`src/rtl/cbm_drive_pkg.sv`:
```
// Shared types for the CBM multi-drive track controller.
// Half-track/track widths, drive index and stepper move codes.
package cbm_drive_pkg;

  typedef logic [6:0] halftrack_t;
  typedef logic [5:0] track_t;
  typedef logic [1:0] drive_idx_t;
  typedef logic [1:0] step_move_t;

  localparam step_move_t MOVE_UP = 2'd1;
  localparam step_move_t MOVE_DN = 2'd3;

  typedef enum logic {
    ARB_IDLE,
    ARB_REQ
  } arb_state_e;

  function automatic track_t ht2trk(halftrack_t ht);
    return ht[6:1];
  endfunction

endpackage

```
`src/rtl/cbm_drive_stepper.sv`:
```
// Per-drive head position, dirty/pending save state,
// disk-change latch and write-protect blink counter.
module cbm_drive_stepper
  import cbm_drive_pkg::*;
#(
  parameter int MAX_HALFTRACK  = 80,
  parameter int INIT_HALFTRACK = 36,
  parameter int TIMEOUT_W      = 24
) (
  input  logic       clk,
  input  logic       reset_n,
  input  logic       ce_i,
  input  logic [1:0] stp_i,
  input  logic       mtr_i,
  input  logic       act_i,
  input  logic       we_i,
  input  logic       img_mounted_i,
  input  logic       img_readonly_i,
  input  logic       img_present_i,
  input  logic       grant_i,
  output track_t     track_o,
  output logic       tr00_n_o,
  output logic       wps_n_o,
  output logic       present_o,
  output logic       pend_o,
  output track_t     pend_trk_o,
  output logic       overrun_o
);

  localparam halftrack_t HT_MAX  = halftrack_t'(MAX_HALFTRACK);
  localparam halftrack_t HT_INIT = halftrack_t'(INIT_HALFTRACK);
  localparam logic [TIMEOUT_W-1:0] CNT_FULL = '1;

  step_move_t stp_q;
  halftrack_t ht_q, ht_d;
  track_t     trk_q;
  track_t     ptrk_q, ptrk_d;
  logic       act_q, mnt_q;
  logic       dirty_q, dirty_d;
  logic       pend_q, pend_d;
  logic       ovr_q, ovr_d;
  logic       ro_q, ro_d;
  logic       pres_q, pres_d;
  logic [TIMEOUT_W-1:0] cnt_q, cnt_d;

  step_move_t move;
  logic       up, dn, act_fall, mount, evt;

  always_comb begin
    move     = stp_i - stp_q;
    up       = mtr_i && (move == MOVE_UP);
    dn       = mtr_i && (move == MOVE_DN);
    act_fall = act_q && !act_i;
    mount    = img_mounted_i && !mnt_q;
    evt      = dirty_q && (up || dn || act_fall);

    ht_d = ht_q;
    unique case (1'b1)
      up && (ht_q < HT_MAX): ht_d = ht_q + 7'd1;
      dn && (ht_q != '0):    ht_d = ht_q - 7'd1;
      default: ;
    endcase

    dirty_d = dirty_q;
    pend_d  = pend_q && !grant_i;
    ptrk_d  = ptrk_q;
    ovr_d   = ovr_q;
    // Saturated steps still count: the event keys off the decode.
    if (evt) begin
      dirty_d = 1'b0;
      if (pend_q && !grant_i) begin
        ovr_d = 1'b1;
      end else begin
        pend_d = 1'b1;
        ptrk_d = ht2trk(ht_q);
      end
    end
    if (we_i) dirty_d = 1'b1;

    ro_d   = ro_q;
    pres_d = pres_q;
    cnt_d  = cnt_q;
    if (mount) begin
      dirty_d = 1'b0;
      pend_d  = 1'b0;
      ro_d    = img_readonly_i;
      pres_d  = img_present_i;
      cnt_d   = CNT_FULL;
    end else if (ce_i && (cnt_q != '0)) begin
      cnt_d = cnt_q - 1'b1;
    end
  end

  // Read-only resets high so an empty drive reports protected.
  always_ff @(posedge clk) begin
    if (!reset_n) begin
      stp_q   <= '0;
      ht_q    <= HT_INIT;
      trk_q   <= ht2trk(HT_INIT);
      act_q   <= 1'b0;
      mnt_q   <= 1'b0;
      dirty_q <= 1'b0;
      pend_q  <= 1'b0;
      ptrk_q  <= '0;
      ovr_q   <= 1'b0;
      ro_q    <= 1'b1;
      pres_q  <= 1'b0;
      cnt_q   <= '0;
    end else begin
      stp_q   <= stp_i;
      ht_q    <= ht_d;
      trk_q   <= ht2trk(ht_q);
      act_q   <= act_i;
      mnt_q   <= img_mounted_i;
      dirty_q <= dirty_d;
      pend_q  <= pend_d;
      ptrk_q  <= ptrk_d;
      ovr_q   <= ovr_d;
      ro_q    <= ro_d;
      pres_q  <= pres_d;
      cnt_q   <= cnt_d;
    end
  end

  assign track_o    = trk_q;
  assign tr00_n_o   = (trk_q != '0);
  assign wps_n_o    = ~ro_q ^ cnt_q[TIMEOUT_W-2];
  assign present_o  = pres_q;
  assign pend_o     = pend_q;
  assign pend_trk_o = ptrk_q;
  assign overrun_o  = ovr_q;

endmodule

```
`src/rtl/cbm_track_ctrl.sv`:
```
// Multi-drive track controller: per-drive steppers plus a
// round-robin arbiter onto the shared SD save channel.
module cbm_track_ctrl
  import cbm_drive_pkg::*;
#(
  parameter int DRIVES         = 2,
  parameter int MAX_HALFTRACK  = 80,
  parameter int INIT_HALFTRACK = 36,
  parameter int TIMEOUT_W      = 24
) (
  input  logic                clk,
  input  logic                reset_n,
  input  logic                ce,
  input  logic [2*DRIVES-1:0] stp,
  input  logic [DRIVES-1:0]   mtr,
  input  logic [DRIVES-1:0]   act,
  input  logic [DRIVES-1:0]   we,
  input  logic [DRIVES-1:0]   img_mounted,
  input  logic [DRIVES-1:0]   img_readonly,
  input  logic [DRIVES-1:0]   img_present,
  output logic [6*DRIVES-1:0] track,
  output logic [DRIVES-1:0]   tr00_sense_n,
  output logic [DRIVES-1:0]   wps_n,
  output logic [DRIVES-1:0]   disk_present,
  output logic                save_req,
  output logic [1:0]          save_drive,
  output logic [5:0]          save_track,
  input  logic                save_ack,
  output logic [DRIVES-1:0]   overrun
);

  logic [DRIVES-1:0] pend;
  logic [DRIVES-1:0] grant;
  logic [3:0]        pend4;
  track_t            pend_trk [4];

  arb_state_e state_q, state_d;
  drive_idx_t last_q, last_d;
  drive_idx_t drv_q, drv_d;
  track_t     trk_q, trk_d;
  drive_idx_t sel, idx;
  logic       hit;

  for (genvar d = 0; d < 4; d++) begin : g_drv
    if (d < DRIVES) begin : g_on
      cbm_drive_stepper #(
        .MAX_HALFTRACK (MAX_HALFTRACK),
        .INIT_HALFTRACK(INIT_HALFTRACK),
        .TIMEOUT_W     (TIMEOUT_W)
      ) u_stepper (
        .clk           (clk),
        .reset_n       (reset_n),
        .ce_i          (ce),
        .stp_i         (stp[2*d +: 2]),
        .mtr_i         (mtr[d]),
        .act_i         (act[d]),
        .we_i          (we[d]),
        .img_mounted_i (img_mounted[d]),
        .img_readonly_i(img_readonly[d]),
        .img_present_i (img_present[d]),
        .grant_i       (grant[d]),
        .track_o       (track[6*d +: 6]),
        .tr00_n_o      (tr00_sense_n[d]),
        .wps_n_o       (wps_n[d]),
        .present_o     (disk_present[d]),
        .pend_o        (pend[d]),
        .pend_trk_o    (pend_trk[d]),
        .overrun_o     (overrun[d])
      );
      assign grant[d] = (state_q == ARB_IDLE) && hit &&
                        (sel == drive_idx_t'(d));
    end else begin : g_off
      assign pend_trk[d] = '0;
    end
  end

  assign pend4 = 4'(pend);

  always_comb begin
    state_d = state_q;
    last_d  = last_q;
    drv_d   = drv_q;
    trk_d   = trk_q;
    hit     = 1'b0;
    sel     = last_q;
    idx     = '0;
    // Scan starts one past the last granted drive.
    for (int i = 1; i <= DRIVES; i++) begin
      idx = drive_idx_t'((int'(last_q) + i) % DRIVES);
      if (!hit && pend4[idx]) begin
        hit = 1'b1;
        sel = idx;
      end
    end
    unique case (state_q)
      ARB_IDLE: begin
        if (hit) begin
          drv_d   = sel;
          trk_d   = pend_trk[sel];
          state_d = ARB_REQ;
        end
      end
      ARB_REQ: begin
        if (save_ack) begin
          last_d  = drv_q;
          state_d = ARB_IDLE;
        end
      end
      default: state_d = ARB_IDLE;
    endcase
  end

  always_ff @(posedge clk) begin
    if (!reset_n) begin
      state_q <= ARB_IDLE;
      last_q  <= drive_idx_t'(DRIVES - 1);
      drv_q   <= '0;
      trk_q   <= '0;
    end else begin
      state_q <= state_d;
      last_q  <= last_d;
      drv_q   <= drv_d;
      trk_q   <= trk_d;
    end
  end

  assign save_req   = (state_q == ARB_REQ);
  assign save_drive = drv_q;
  assign save_track = trk_q;

endmodule

```
`config.mk`:
```
export PLATFORM = sky130hd
export DESIGN_NAME = cbm_track_ctrl
export DESIGN_NICKNAME = d
export VERILOG_FILES = /design/src/rtl/cbm_drive_pkg.sv /design/src/rtl/cbm_drive_stepper.sv /design/src/rtl/cbm_track_ctrl.sv
export SDC_FILE = /design/constraint.sdc
export NUM_CORES = 1
export LEC_CHECK = 0
export CORE_AREA = 2 2 128 130
export CTS_BUF_LIST = sky130_fd_sc_hd__clkbuf_8
export CTS_CLUSTER_SIZE = 8
export DETAILED_ROUTE_END_ITERATION = 8
export DIE_AREA = 0 0 130 132
export PLACE_DENSITY = 0.61
export SYNTH_ARGS = -nofsm -noshare
export SYNTH_HDL_FRONTEND = slang
export SYNTH_SLANG_ARGS = --single-unit
```
`constraint.sdc`:
```
create_clock -name clk -period 5.1 [get_ports clk]
set_clock_uncertainty 0.1 [all_clocks]
set_input_delay 0.765 -clock clk [delete_from_list [all_inputs] [get_ports clk]]
set_output_delay 0.765 -clock clk [all_outputs]
set_load 0.02 [all_outputs]
```
---- Word-level counts from Yosys, hierarchy flattened ----
Index checks and enable logic that the tools add are counted.
word-level totals
  bits in registers ....................... 115
  logic and storage cells ................. 139
  output and inout port bits .............. 29
  input bits .............................. 20
cells by class
  bitwise logic cells ..................... 11
  eq/ne operators ......................... 5
  muxes and demuxes ....................... 26
  add/subtract/negate cells ............... 10
  magnitude comparators ................... 5
  reduce and logical (&&, ||, !) cells .... 54
operators with widths
  operator                                                               count
  24-bit 2-to-1 mux                                                      4
  24-bit nonzero test                                                    2
  24-bit by 1-bit subtractor with 24-bit output (second input constant)  2
  7-bit one-hot mux with 2 select lines                                  2
  1-bit logical AND                                                      22
  7-bit by 1-bit adder with 7-bit output (second input constant)         2
  7-bit < comparator (second input constant)                             2
  7-bit nonzero test                                                     2
  7-bit by 1-bit subtractor with 7-bit output (second input constant)    2
  6-bit binary-select mux with 2-bit select                              1
  1-bit 2-to-1 mux                                                       12
  6-bit 2-to-1 mux                                                       2
  2-bit AND reduction                                                    6
  2-bit nonzero test                                                     6
  6-bit nonzero test                                                     2
  1-bit logical NOT                                                      7
  2-bit by 1-bit == test with 1-bit output (second input constant)       3
  2-bit by 3-bit < comparator with 1-bit output (second input constant)  2
  1-bit inverter                                                         6
  1-bit binary-select mux with 2-bit select                              2
  2-bit == test (second input constant)                                  2
  1-bit logical OR                                                       4
  2-bit 2-to-1 mux                                                       2
  2-bit OR reduction                                                     2
  other kinds (8)                                                        12

---- Longest topological paths before layout ----
Gate-level depths: netlist of run 1.
  depth after elaboration ................. 14
  mapped depth ............................ 11
  depth with buffers taken out ............ 11

---- By module ----
A second synthesis of run 1 with hierarchy kept.
unflattened totals
  cells, all modules ...................... 598
  area, all modules ....................... 5,436.5 um^2
by module, submodules not included
  module             area each (um^2)  instances  cells each  seq. area each (um^2)
  cbm_drive_stepper  2,476.1           2          272         1,041.0
  cbm_track_ctrl     484.2             1          54          200.2

---- Least setup slack after synthesis of run 1 ----
No wires, ideal clock.
  path type ............................... input-to-reg
  start ................................... in stp[0]
  end ..................................... reg g_drv[0].g_on.u_stepper.ht_q[6]
  library setup time ...................... 121 ps
  setup slack ............................. 1,831 ps
  stages .................................. 11
  buffers on the path ..................... 0
  arrival time ............................ 3,048 ps
  data required time ...................... 4,879 ps
  cells stage by stage .................... inv_1 ha_1 nor2b_1 o211ai_1 inv_1 ha_1 nor2b_1 o31a_1 o22ai_1 mux2i_1 mux2_2
between the ends
  cells in the longest elaborated chain, start to end .. 5
  elaborated cells on any way between the ends .. 9
  classes of those cells .................. 1 x add/sub; 2 x eq/ne; 1 x mux; 5 x reduce/logical
RTL lines
  item                                                                         line                                              source
  start, declared                                                              cbm_track_ctrl.sv:14                              input logic [2*DRIVES-1:0] stp,
  2-bit subtractor *                                                           cbm_drive_stepper.sv:50                           move = stp_i - stp_q;
  2-bit == test or 2-bit by 1-bit == test with 1-bit output (tied branches)    cbm_drive_stepper.sv:52, cbm_drive_stepper.sv:51
  1-bit logical AND (on tied branches)                                         cbm_drive_stepper.sv:52, cbm_drive_stepper.sv:51
  1-bit logical AND (on tied branches)                                         cbm_drive_stepper.sv:60, cbm_drive_stepper.sv:59
  7-bit one-hot mux with 2 select lines or 2-bit nonzero test (tied branches)  -
  end signal, assigned                                                         cbm_drive_stepper.sv:111                          ht_q <= ht_d;
  end, declared                                                                cbm_drive_stepper.sv:35                           halftrack_t ht_q, ht_d;
Every way passes the cells marked *; elsewhere a longest branch is shown, timed or not.
A chain may end at the register's enable or synchronous reset.

---- Worst setup path after layout of run 1 ----
  start ................................... in stp[2]
  end ..................................... reg g_drv[1].g_on.u_stepper.ht_q[6]
between the ends
  cells in the longest elaborated chain, start to end .. 5
  elaborated cells on any way between the ends .. 9
  classes of those cells .................. 1 x add/sub; 2 x eq/ne; 1 x mux; 5 x reduce/logical
RTL lines
  item                                                                         line
  2-bit subtractor *                                                           cbm_drive_stepper.sv:50
  2-bit == test or 2-bit by 1-bit == test with 1-bit output (tied branches)    cbm_drive_stepper.sv:52, cbm_drive_stepper.sv:51
  1-bit logical AND (on tied branches)                                         cbm_drive_stepper.sv:52, cbm_drive_stepper.sv:51
  1-bit logical AND (on tied branches)                                         cbm_drive_stepper.sv:60, cbm_drive_stepper.sv:59
  7-bit one-hot mux with 2 select lines or 2-bit nonzero test (tied branches)  -
  end signal, assigned                                                         cbm_drive_stepper.sv:111
  end, declared                                                                cbm_drive_stepper.sv:35
Marks and branches as above.

==> load_flow_metrics.sql, run 1 <==
INSERT INTO impl_metrics (metric_group, metric, value, unit) VALUES
('pwr', 'power.share.clock', '37.7', '%'),
('final_layout', 'mostFrequentLayoutCell', 'sky130_fd_sc_hd__dfxtp_1', ''),
('sta', 'setup_viol', '0', ''),
('detailed_routing', 'ant_nets', '0', ''),
('global_routing', 'grtUsageTotal', '15.10', '%'),
('yosys', 'synth-seq-area-share', '41.87', '%'),
('detailed_routing', 'drt_drc_violations_left', '0', ''),
('clocking', 'tritoncts', 'built', ''),
('yosys', 'synthesis.yosys.warnings', '0', ''),
('yosys', 'number_of_flops_mapped_to_enable_cells_by_yosys', '0', ''),
('sta', 'slew_violations', '0', ''),
('detailed_routing', 'routed_wirelength', '12420', 'um'),
('final_layout', 'area_growth', '17.79', '%'),
('sta', 'maxSlewHeadroom', '34.73', '%'),
('clocking', 'path_clk_slew', '0.07', 'ns'),
('worst_setup_path', 'setup.reg_to_reg.worst_slack', '1.91', 'ns'),
('yosys', 'area_share_of_fa_ha_maj_cells_after_synthesis', '4.408', '%'),
('clocking', 'cts_resized', '0', ''),
('pwr', 'switching_portion_of_total_power', '28.10', '%'),
('placement', 'placedInstanceArea', '6037', 'um2'),
('yosys', 'netlist_area', '5450', 'um2'),
('sta', 'final-hold-violation-count', '0', ''),
('sta', 'layout_worst_path_cycle_share', '70.78', '%'),
('placement', 'io_buffers', '48', ''),
('final_layout', 'final_area', '6420', 'um2'),
('global_routing', 'pin_count_of_the_biggest_net_entering_global_routing', '47', ''),
('pwr', 'ir_worst_vdd', '0.1682', 'mV'),
('final_layout', 'share_of_post_route_cells_with_drive_strength_above_1', '7.198', '%'),
('hold_path', 'min_path_type', 'flip-flop to flip-flop', ''),
('yosys', 'ys_dominant_reg_cell', 'sky130_fd_sc_hd__dfxtp_1', ''),
('yosys', 'main_combinational_cell_family_by_area_after_synthesis', 'simple AND/OR/NAND/NOR gates', ''),
('sta', 'worst_slew_pin_tran', '0.9791', 'ns'),
('sta', 'rsz0062_at_grt', 'no', ''),
('clocking', 'clock_tree.buffer_depth', '2', ''),
('placement', 'place_congestion', '0.8654', ''),
('pwr', 'power.density', '344.1', 'nW/um2'),
('floorplanning', 'floorplan.die.width', '130', 'um'),
('yosys', 'yosys_register_bits', '114', ''),
('yosys', 'synth.mux.area_fraction', '4.109', '%'),
('yosys', 'synth-simple-area-share', '21.58', '%'),
('clocking', 'cts_buffers', '17', ''),
('detailed_routing', 'drt-pass1-iter-count', '5', ''),
('clocking', 'cts_max_level', '4', ''),
('flow_run', 'cap_violations', '0', ''),
('final_layout', 'commonest_non_fill_non_tap_cells_in_the_layout', 'sky130_fd_sc_hd__dfxtp_1 (114), sky130_fd_sc_hd__nor2_1 (69), sky130_fd_sc_hd__clkdlybuf4s50_1 (48)', ''),
('global_routing', 'number_of_global_route_vias_before_repair', '4430', ''),
('yosys', 'ys_types', '56', ''),
('yosys', 'synth.avg_cell_area', '8.964', 'um2'),
('final_layout', 'final_nets', '679', ''),
('yosys', 'synthCells', '608', ''),
('sta', 'period_minus_slack', '3.610', 'ns'),
('global_routing', 'grt_antenna_before_repair', '0', ''),
('global_routing', 'globalRouteOverflowTotal', '0', ''),
('floorplanning', 'dieArea', '17160', 'um2'),
('placement', 'place_hpwl', '8391', 'um'),
('yosys', 'synthXorXnorAreaFrac', '6.015', '%'),
('yosys', 'synthesis.nets', '646', ''),
('pwr', 'p_leak', '2.479', 'nW'),
('clocking', 'cts_setup_buffers', '0', ''),
('final_layout', 'antenna_cells', '0', ''),
('pwr', 'comb_power_share', '16.1', '%'),
('outcome', 'outcome', 'complete, no violations', ''),
('clocking', 'cts_root_buffer', 'sky130_fd_sc_hd__clkbuf_8', ''),
('floorplanning', 'floorplan.die.height', '132', 'um'),
('worst_setup_path', 'cp_max_fo', '6', ''),
('floorplanning', 'initial_core_util', '34.69', '%'),
('detailed_routing', 'drt_iter0_drc', '191', ''),
('worst_setup_path', 'setup.worst_path.start_class', 'input port', ''),
('global_routing', 'grt_first_pass_wirelength', '20920', 'um'),
('pwr', 'seq_power_share', '46.3', '%'),
('clocking', 'cts-hold-fix-buffers', '0', '');
-- path summary, 6_finish.rpt --
path | startpoint | to | depth (start not counted)
max | stp[2] | g_drv[1].g_on.u_stepper.ht_q[6] | 12
min | g_drv[1].g_on.u_stepper.present_o | g_drv[1].g_on.u_stepper.present_o | 2
max reg2reg | g_drv[1].g_on.u_stepper.ht_q[1] | g_drv[1].g_on.u_stepper.ht_q[6] | 9
min reg2reg | g_drv[1].g_on.u_stepper.present_o | g_drv[1].g_on.u_stepper.present_o | 2
-- stage by stage --
| stage | hold WS, ns | instances | util [%] | power, mW | setup WS, ns |
|---|---|---|---|---|---|
| 6_report | 0.3554 | 869 | 40.86 | 2.209 | 1.490 |
| 5_1_grt | 0.3873 | 869 | 40.86 | 2.322 | 1.321 |
| 4_1_cts | 0.3607 | 869 | 40.86 | 2.227 | 1.508 |
| 3_5_place_dp | 0.3522 | 838 | 38.42 | 1.395 | 1.045 |
| 3_3_place_gp | 0.3408 | 838 | 38.42 | 1.384 | 1.160 |
| 2_1_floorplan | 0.3367 | 608 | - | 1.296 | 1.831 |
-- flip-flops by register name, summed over array words and instances, names as in the netlist --
register	flops
g_drv.g_on.u_stepper.dirty_q	2
g_drv.g_on.u_stepper.stp_q	4
save_drive	2
g_drv.g_on.u_stepper.pend_trk_o	12
g_drv.g_on.u_stepper.ht_q	14
last_q	1
save_req	1
g_drv.g_on.u_stepper.present_o	2
save_track	6
g_drv.g_on.u_stepper.act_q	2
g_drv.g_on.u_stepper.cnt_q	48
g_drv.g_on.u_stepper.overrun_o	2
g_drv.g_on.u_stepper.mnt_q	2
g_drv.g_on.u_stepper.track_o	12
g_drv.g_on.u_stepper.pend_o	2
g_drv.g_on.u_stepper.ro_q	2
-- logic make-up (layout without fill, tap and decap cells) --
| logic type | count (synthesis) | after routing |
|---|---|---|
| fa+ha+maj | 18 | 18 |
| simple gates | 225 | 225 |
| flops | 114 | 114 |
| buf+inv | 54 | 99 |
| compound gates | 141 | 141 |
| xor+xnor | 34 | 34 |
| mux | 22 | 22 |
-- Yosys cell counts (all sizes together), types with 6 or more instances --
| cell | instances | area share (%) |
|---|---|---|
| a21oi | 45 | 4.3 |
| nor2b | 12 | 1.4 |
| mux2i | 19 | 3.5 |
| inv | 16 | 1.1 |
| xnor2 | 11 | 1.8 |
| and2 | 13 | 1.5 |
| nand3 | 12 | 1.1 |
| nor4 | 17 | 2.1 |
| or4 | 11 | 1.7 |
| o21ai | 22 | 2.2 |
| o211ai | 10 | 1.4 |
| or3 | 11 | 1.3 |
| o21a | 10 | 1.4 |
| a31oi | 8 | 0.92 |
| nor3 | 26 | 2.5 |
| buf | 15 | 1.9 |
| nand2b | 12 | 1.4 |
| xor2 | 21 | 3.4 |
| nand2 | 25 | 1.7 |
| ha | 16 | 3.7 |
| o31a | 10 | 1.6 |
| dfxtp | 114 | 42 |
| nor2 | 69 | 4.8 |
| clkbuf | 22 | 1.5 |
| a222oi | 6 | 1.1 |
-- critical path, stage by stage --
cell and delay (ns):
sky130_fd_sc_hd__clkdlybuf4s50_1 0.45, sky130_fd_sc_hd__inv_1 0.05, sky130_fd_sc_hd__ha_1 0.28, sky130_fd_sc_hd__nor2b_1 0.30, sky130_fd_sc_hd__o211ai_1 0.24, sky130_fd_sc_hd__inv_1 0.24, sky130_fd_sc_hd__ha_1 0.31, sky130_fd_sc_hd__nor2b_1 0.17
sky130_fd_sc_hd__o31a_1 0.27, sky130_fd_sc_hd__o22ai_1 0.18, sky130_fd_sc_hd__mux2i_1 0.23, sky130_fd_sc_hd__mux2_2 0.35
-- power groups by stage --
stage	clock (mW)	combinational, mW	sequential [mW]
finish	0.832	0.355	1.02
CTS	0.849	0.356	1.02
global placement	0	0.346	1.04
floorplan	0	0.267	1.03
global route	0.886	0.402	1.03
detailed placement	0	0.354	1.04
-- layout make-up --
class	count	share of cell area, %
clock inverters	10	1.462
flip-flops and latches	114	35.55
well taps	216	4.210
inverters	17	0.9940
clock buffers	21	4.502
multi-input cells	440	45.45
repair buffers	51	7.835
-- routing by layer --
| layer | GRT usage [%] | part of all wire [%] | vias to the layer above |
|---|---|---|---|
| li1 | - | - | 2256 |
| met1 | 19.14 | 48 | 2126 |
| met2 | 24.78 | 47 | 90 |
| met3 | 3.369 | 3.8 | 20 |
| met4 | 5.974 | 1.5 | 0 |
| met5 | 0 | 0 | - |
Power figures use the tool's default switching activity.
==> run 2: changes to the inputs <==
PLACE_DENSITY = 0.62   (was 0.61)
clock period = 3.3 ns   (was 5.1 ns; I/O delays follow)
==> run 2 against run 1 <==
- core utilization increased by 0.99 points
- non-clock buffer count increased by 21
- worst setup slack got worse by 1.2 ns
- final area increased by 2.4%
- via count increased by 1.8%
- critical path depth decreased by 3
- hold slack improved by 0.0023 ns
- first-iteration DRC count increased by 29%
- register-to-register slack got worse by 1.6 ns
==> load_flow_metrics.sql, run 2 (same netlist as run 1, synthesis figures left out) <==
INSERT INTO impl_metrics (metric_group, metric, value, unit) VALUES
('global_routing', 'grt_antenna_before_repair', '0', ''),
('clocking', 'clock_sink_count', '114', ''),
('floorplanning', 'placementRows', '46', ''),
('flow_run', 'cap_violations', '0', ''),
('clocking', 'tritoncts', 'built', ''),
('clocking', 'clock_tree.buffer_depth', '2', ''),
('clocking', 'cts_resized', '0', ''),
('global_routing', 'number_of_global_route_vias_before_repair', '4509', ''),
('global_routing', 'pin_count_of_the_biggest_net_entering_global_routing', '50', ''),
('clocking', 'path_clk_slew', '0.07', 'ns'),
('floorplanning', 'boundaryPins', '49', ''),
('clocking', 'cts_root_buffer', 'sky130_fd_sc_hd__clkbuf_8', ''),
('placement', 'io_buffers', '48', ''),
('global_routing', 'globalRouteOverflowTotal', '0', ''),
('final_layout', 'final_nets', '700', ''),
('detailed_routing', 'drt-pass1-iter-count', '7', ''),
('floorplanning', 'floorplan.die.width', '130', 'um'),
('final_layout', 'antenna_cells', '0', ''),
('clocking', 'cts_max_level', '4', ''),
('final_layout', 'largest_register_ff_count', '48', ''),
('worst_setup_path', 'critical_path_arrival', '3.24', 'ns'),
('worst_setup_path', 'critical_path.endpoint_type', 'flip-flop', ''),
('final_layout', 'ff_latch_area', '2282', 'um2'),
('worst_setup_path', 'ws_path_type', 'flip-flop to flip-flop', ''),
('pwr', 'total_power', '3.364', 'mW'),
('global_routing', 'grt_util_met3', '3.856', '%'),
('clocking', 'cts-hold-fix-buffers', '0', ''),
('floorplanning', 'design.core.area', '15710', 'um2'),
('sta', 'setup_viol', '0', ''),
('hold_path', 'min_path_type', 'flip-flop to flip-flop', ''),
('sta', 'period_minus_slack', '3.009', 'ns'),
('global_routing', 'grtUsageTotal', '14.85', '%'),
('worst_setup_path', 'cp_max_fo', '4', ''),
('sta', 'maxSlewHeadroom', '40.61', '%'),
('clocking', 'cts_setup_buffers', '0', ''),
('sta', 'slew_violations', '0', ''),
('global_routing', 'grt_first_pass_wirelength', '20580', 'um'),
('worst_setup_path', 'cp_data_required_time', '3.53', 'ns'),
('global_routing', 'grt_most_used_layer', 'met2', ''),
('sta', 'final-hold-violation-count', '0', ''),
('global_routing', 'grt.met2_usage', '23.59', '%'),
('detailed_routing', 'drt_iter0_drc', '247', ''),
('sta', 'layout_worst_path_cycle_share', '91.19', '%'),
('global_routing', 'met1_usage', '18.59', '%'),
('detailed_routing', 'routed_wirelength', '12260', 'um'),
('final_layout', 'n_fill_cell', '1516', ''),
('detailed_routing', 'drt_drc_violations_left', '0', ''),
('detailed_routing', 'ant_nets', '0', ''),
('pwr', 'p_leak', '2.578', 'nW'),
('sta', 'rsz0062_at_grt', 'no', ''),
('placement', 'post-place-ws', '-0.1110', 'ns'),
('detailed_routing', 'via_per_inst', '5.137', ''),
('pwr', 'power.density', '511.6', 'nW/um2'),
('outcome', 'outcome', 'complete, no violations', ''),
('sta', 'worst_slew_pin_tran', '0.8890', 'ns'),
('final_layout', 'mostFrequentLayoutCell', 'sky130_fd_sc_hd__dfxtp_1', ''),
('final_layout', 'commonest_non_fill_non_tap_cells_in_the_layout', 'sky130_fd_sc_hd__dfxtp_1 (114), sky130_fd_sc_hd__nor2_1 (69), sky130_fd_sc_hd__clkdlybuf4s50_1 (48)', ''),
('floorplanning', 'floorplan.die.height', '132', 'um'),
('clocking', 'worstSkewPairLatency', '0.44', 'ns'),
('final_layout', 'area_growth', '20.64', '%'),
('placement', 'place_hpwl', '8582', 'um'),
('floorplanning', 'dieArea', '17160', 'um2'),
('worst_setup_path', 'setup.worst_path.start_class', 'flip-flop', ''),
('placement', 'place_congestion', '0.8524', ''),
('final_layout', 'max_flop_register', 'g_drv.g_on.u_stepper.cnt_q', ''),
('final_layout', 'largestRegisters', 'g_drv.g_on.u_stepper.cnt_q x48, g_drv.g_on.u_stepper.ht_q x14', ''),
('floorplanning', 'initial_core_util', '34.69', '%'),
('final_layout', 'multiInputGateArea', '2918', 'um2'),
('clocking', 'cts_buffers', '17', ''),
('detailed_routing', 'wl_per_cell', '13.78', 'um'),
('pwr', 'ir_worst_vdd', '0.2718', 'mV'),
('sta', 'fmaxAchievable', '332.3', 'MHz'),
('sta', 'timing.final.ws_setup', '0.2908', 'ns'),
('final_layout', 'share_of_post_route_cells_with_drive_strength_above_1', '10.24', '%'),
('detailed_routing', 'routed-via-count', '4572', '');
==> run 2: stage by stage <==
stage	instance area, um2	instances	utilization (%)	setup TNS [ns]	hold slack [ns]
after floorplan	5450	608	-	0	0.3367
after global placement	6207	859	39.50	0	0.3420
after detailed placement	6207	859	39.50	-0.1728	0.3548
after CTS	6575	890	41.85	0	0.3637
after global routing	6575	890	41.85	0	0.3856
final	6575	890	41.85	0	0.3577
==> run 2: worst max-delay path, stage by stage (launching register included) <==
cell and delay (ns):
sky130_fd_sc_hd__dfxtp_1 0.35, sky130_fd_sc_hd__or4_1 0.56, sky130_fd_sc_hd__o211ai_1 0.27, sky130_fd_sc_hd__inv_1 0.15, sky130_fd_sc_hd__ha_1 0.31, sky130_fd_sc_hd__nor2b_1 0.16
sky130_fd_sc_hd__o31a_1 0.26, sky130_fd_sc_hd__o22ai_1 0.19, sky130_fd_sc_hd__mux2i_1 0.24, sky130_fd_sc_hd__mux2_2 0.34
==> run 2: final cells by class <==
type	count	area share, %
Multi-Input combinational cell	440	44.38
Sequential cell	114	34.71
Clock buffer	22	4.605
Timing Repair Buffer	72	10.24
Tap cell	216	4.110
Inverter	17	0.9705
Clock inverter	9	0.9895
==> run 2: worst paths after layout <==
check,from,depth (start not counted),end,slack [ns]
hold / removal,g_drv[0].g_on.u_stepper.present_o,2,g_drv[0].g_on.u_stepper.present_o,0.36
setup / recovery,g_drv[0].g_on.u_stepper.ht_q[1],9,g_drv[0].g_on.u_stepper.ht_q[6],0.29
setup reg to reg,g_drv[0].g_on.u_stepper.ht_q[1],9,g_drv[0].g_on.u_stepper.ht_q[6],0.29
hold reg to reg,g_drv[0].g_on.u_stepper.present_o,2,g_drv[0].g_on.u_stepper.present_o,0.36
==> run 2: power by group <==
group	total [mW]	internal (mW)	switching [mW]
Combinational	0.582	0.276	0.307
Sequential	1.58	1.48	0.102
Clock	1.20	0.674	0.528
==> run 2: metal layers <==
metal  share of wire, %  up-vias
met5                  0        -
met4                1.9        0
met3                3.6       19
met2                 47       90
met1                 47     2159
li1                   -     2304
==> run 3: changes to the inputs <==
CORE_AREA = 2 2 105 107   (was 2 2 128 130)
DIE_AREA = 0 0 107 109   (was 0 0 130 132)
PLACE_DENSITY = 0.84   (was 0.62)
==> run 3 against run 2 <==
- sequential power about the same
- via count up 0.57%
- flip-flop and latch count unchanged
- first-iteration DRC count up 7.7%
- combinational power about the same
- global-route usage up 6.8 points
- non-clock buffer count down 6
- maximum frequency down 0.50%
- register-to-register slack worse by 0.02 ns
- hold slack about the same
- critical path type unchanged
- largest cell class unchanged
==> load_flow_metrics.sql, run 3 (same netlist as run 1, synthesis figures left out) <==
INSERT INTO impl_metrics (metric_group, metric, value, unit) VALUES
('clocking', 'clock_tree.buffer_depth', '2', ''),
('final_layout', 'area_growth', '17.59', '%'),
('pwr', 'power.share.clock', '33.5', '%'),
('worst_setup_path', 'rr_worst_depth', '9', ''),
('worst_setup_path', 'setup.worst_path.start_class', 'flip-flop', ''),
('sta', 'rsz0062_at_grt', 'no', ''),
('floorplanning', 'design.core.area', '10600', 'um2'),
('clocking', 'cts-hold-fix-buffers', '0', ''),
('clocking', 'path_clk_slew', '0.07', 'ns'),
('pwr', 'switching_portion_of_total_power', '28.62', '%'),
('pwr', 'seq_power_share', '48.6', '%'),
('clocking', 'worstSkewPairLatency', '0.43', 'ns'),
('final_layout', 'antenna_cells', '0', ''),
('detailed_routing', 'wl_per_cell', '14.89', 'um'),
('global_routing', 'grt_antenna_before_repair', '0', ''),
('pwr', 'internal-power', '2.322', 'mW'),
('pwr', 'total_power', '3.253', 'mW'),
('sta', 'fmaxAchievable', '330.6', 'MHz'),
('clocking', 'cts_setup_buffers', '0', ''),
('placement', 'io_buffers', '48', ''),
('detailed_routing', 'ant_nets', '0', ''),
('worst_setup_path', 'ws_path_type', 'flip-flop to flip-flop', ''),
('hold_path', 'min_delay_path_depth', '2', ''),
('final_layout', 'n_fill_cell', '864', ''),
('placement', 'placedInstanceArea', '6080', 'um2'),
('floorplanning', 'dieArea', '11660', 'um2'),
('pwr', 'switchingPower', '0.9308', 'mW'),
('clocking', 'clock_sink_count', '114', ''),
('worst_setup_path', 'critical_path.reg2reg.endpoint', 'g_drv[0].g_on.u_stepper.ht_q[6]', ''),
('detailed_routing', 'drt-pass1-iter-count', '7', ''),
('clocking', 'cts_resized', '0', ''),
('clocking', 'cts_buffers', '17', ''),
('final_layout', 'largestRegisters', 'g_drv.g_on.u_stepper.cnt_q x48, g_drv.g_on.u_stepper.ht_q x14', ''),
('global_routing', 'grtUsageTotal', '21.67', '%'),
('detailed_routing', 'routed_wirelength', '12000', 'um'),
('pwr', 'power.density', '507.6', 'nW/um2'),
('worst_setup_path', 'cp_data_required_time', '3.52', 'ns'),
('final_layout', 'share_of_post_route_cells_with_drive_strength_above_1', '9.459', '%'),
('pwr', 'p_leak', '2.526', 'nW'),
('hold_path', 'min_path_type', 'flip-flop to flip-flop', ''),
('placement', 'place_congestion', '0.9010', ''),
('worst_setup_path', 'setup.reg_to_reg.worst_slack', '0.28', 'ns'),
('clocking', 'cts_max_level', '4', ''),
('sta', 'period_minus_slack', '3.024', 'ns'),
('final_layout', 'final_nets', '694', ''),
('floorplanning', 'floorplan.die.height', '109', 'um'),
('floorplanning', 'initial_core_util', '51.40', '%'),
('floorplanning', 'floorplan.die.width', '107', 'um'),
('final_layout', 'final_area', '6409', 'um2'),
('sta', 'maxSlewHeadroom', '49.08', '%'),
('hold_path', 'timing.hold.worst_endpoint', 'g_drv[0].g_on.u_stepper.present_o', ''),
('sta', 'final-hold-violation-count', '0', ''),
('global_routing', 'pin_count_of_the_biggest_net_entering_global_routing', '36', ''),
('worst_setup_path', 'worstReg2RegStart', 'g_drv[0].g_on.u_stepper.ht_q[0]', ''),
('final_layout', 'commonest_non_fill_non_tap_cells_in_the_layout', 'sky130_fd_sc_hd__dfxtp_1 (114), sky130_fd_sc_hd__nor2_1 (69), sky130_fd_sc_hd__clkdlybuf4s50_1 (48)', ''),
('detailed_routing', 'drt_iter0_drc', '266', ''),
('global_routing', 'number_of_global_route_vias_before_repair', '4389', ''),
('sta', 'worst_slew_pin_tran', '0.7610', 'ns'),
('global_routing', 'globalRouteOverflowTotal', '0', ''),
('final_layout', 'max_flop_register', 'g_drv.g_on.u_stepper.cnt_q', ''),
('flow_run', 'cap_violations', '0', ''),
('outcome', 'outcome', 'complete, no violations', ''),
('clocking', 'cts_root_buffer', 'sky130_fd_sc_hd__clkbuf_8', ''),
('floorplanning', 'placementRows', '38', ''),
('placement', 'place_hpwl', '8519', 'um'),
('detailed_routing', 'via_per_inst', '5.705', ''),
('sta', 'layout_worst_path_cycle_share', '91.65', '%'),
('detailed_routing', 'drt_drc_violations_left', '0', ''),
('clocking', 'tritoncts', 'built', ''),
('worst_setup_path', 'critical_path.endpoint_type', 'flip-flop', ''),
('hold_path', 'hold_start', 'g_drv[0].g_on.u_stepper.present_o', ''),
('detailed_routing', 'routed-via-count', '4598', ''),
('pwr', 'ir_worst_vdd', '0.2047', 'mV'),
('pwr', 'comb_power_share', '17.9', '%'),
('final_layout', 'largest_register_ff_count', '48', ''),
('sta', 'slew_violations', '0', ''),
('worst_setup_path', 'cp_max_fo', '4', ''),
('final_layout', 'mostFrequentLayoutCell', 'sky130_fd_sc_hd__dfxtp_1', ''),
('sta', 'setup_viol', '0', ''),
('worst_setup_path', 'critical_path_arrival', '3.25', 'ns'),
('floorplanning', 'boundaryPins', '49', ''),
('global_routing', 'grt_first_pass_wirelength', '20310', 'um');
-- run 3: metrics by stage --
step | setup TNS [ns] | cells | util, % | hold WS, ns | setup slack (ns)
floorplan | 0 | 608 | - | 0.3367 | 0.3010
global placement | 0 | 777 | 57.34 | 0.3410 | 0.02356
detailed placement | -0.1819 | 777 | 57.34 | 0.3566 | -0.1222
CTS | 0 | 806 | 60.44 | 0.3649 | 0.2914
global route | 0 | 806 | 60.44 | 0.3971 | 0.1318
finish | 0 | 806 | 60.44 | 0.3580 | 0.2756
-- run 3: how the worst max path moves through the flow --
| stage | startpoint | endpoint | slack, ns | depth (start not counted) |
|---|---|---|---|---|
| 3_3_place_gp | stp[0] | g_drv[0].g_on.u_stepper.ht_q[6] | 0.02 | 12 |
| 6_report | g_drv[0].g_on.u_stepper.ht_q[0] | g_drv[0].g_on.u_stepper.ht_q[6] | 0.28 | 9 |
| 2_1_floorplan | stp[0] | g_drv[0].g_on.u_stepper.ht_q[6] | 0.30 | 11 |
| 5_1_grt | g_drv[0].g_on.u_stepper.ht_q[0] | g_drv[0].g_on.u_stepper.ht_q[6] | 0.13 | 9 |
| 3_5_place_dp | stp[0] | g_drv[0].g_on.u_stepper.ht_q[6] | -0.12 | 12 |
| 4_1_cts | g_drv[0].g_on.u_stepper.ht_q[0] | g_drv[0].g_on.u_stepper.ht_q[6] | 0.29 | 9 |
-- run 3: power by group through the flow --
stage	logic [mW]	clock network, mW	registers [mW]
2_1_floorplan	0.413	0	1.59
3_3_place_gp	0.551	0	1.60
3_5_place_dp	0.579	0	1.61
4_1_cts	0.583	1.11	1.58
5_1_grt	0.651	1.17	1.59
6_report	0.583	1.09	1.58
-- run 3: final cells by class --
cell class | instances | area (um2) | share of cell area, %
Inverter | 17 | 63.81 | 0.9957
Multi-Input combinational cell | 440 | 2918 | 45.53
Sequential cell | 114 | 2282 | 35.61
Timing Repair Buffer | 66 | 640.6 | 9.996
Clock inverter | 8 | 40.04 | 0.6248
Clock buffer | 21 | 289.0 | 4.510
Tap cell | 140 | 175.2 | 2.733
-- run 3: routing by layer --
| metal | vias to the layer above | GRT usage (%) | part of all wire (%) |
|---|---|---|---|
| li1 | 2292 | - | - |
| met1 | 2182 | 26.33 | 44 |
| met2 | 115 | 37.31 | 50 |
| met3 | 9 | 4.304 | 4.4 |
| met4 | 0 | 9.647 | 1.1 |
| met5 | - | 0 | 0 |
-- run 3: critical path: stages, from the launching register on --
cell and delay [ns]:
sky130_fd_sc_hd__dfxtp_1 0.34, sky130_fd_sc_hd__or4_1 0.57, sky130_fd_sc_hd__o211ai_1 0.25, sky130_fd_sc_hd__inv_1 0.15, sky130_fd_sc_hd__ha_1 0.32, sky130_fd_sc_hd__nor2b_1 0.17
sky130_fd_sc_hd__o31a_1 0.27, sky130_fd_sc_hd__o22ai_1 0.17, sky130_fd_sc_hd__mux2i_1 0.23, sky130_fd_sc_hd__mux2_2 0.35
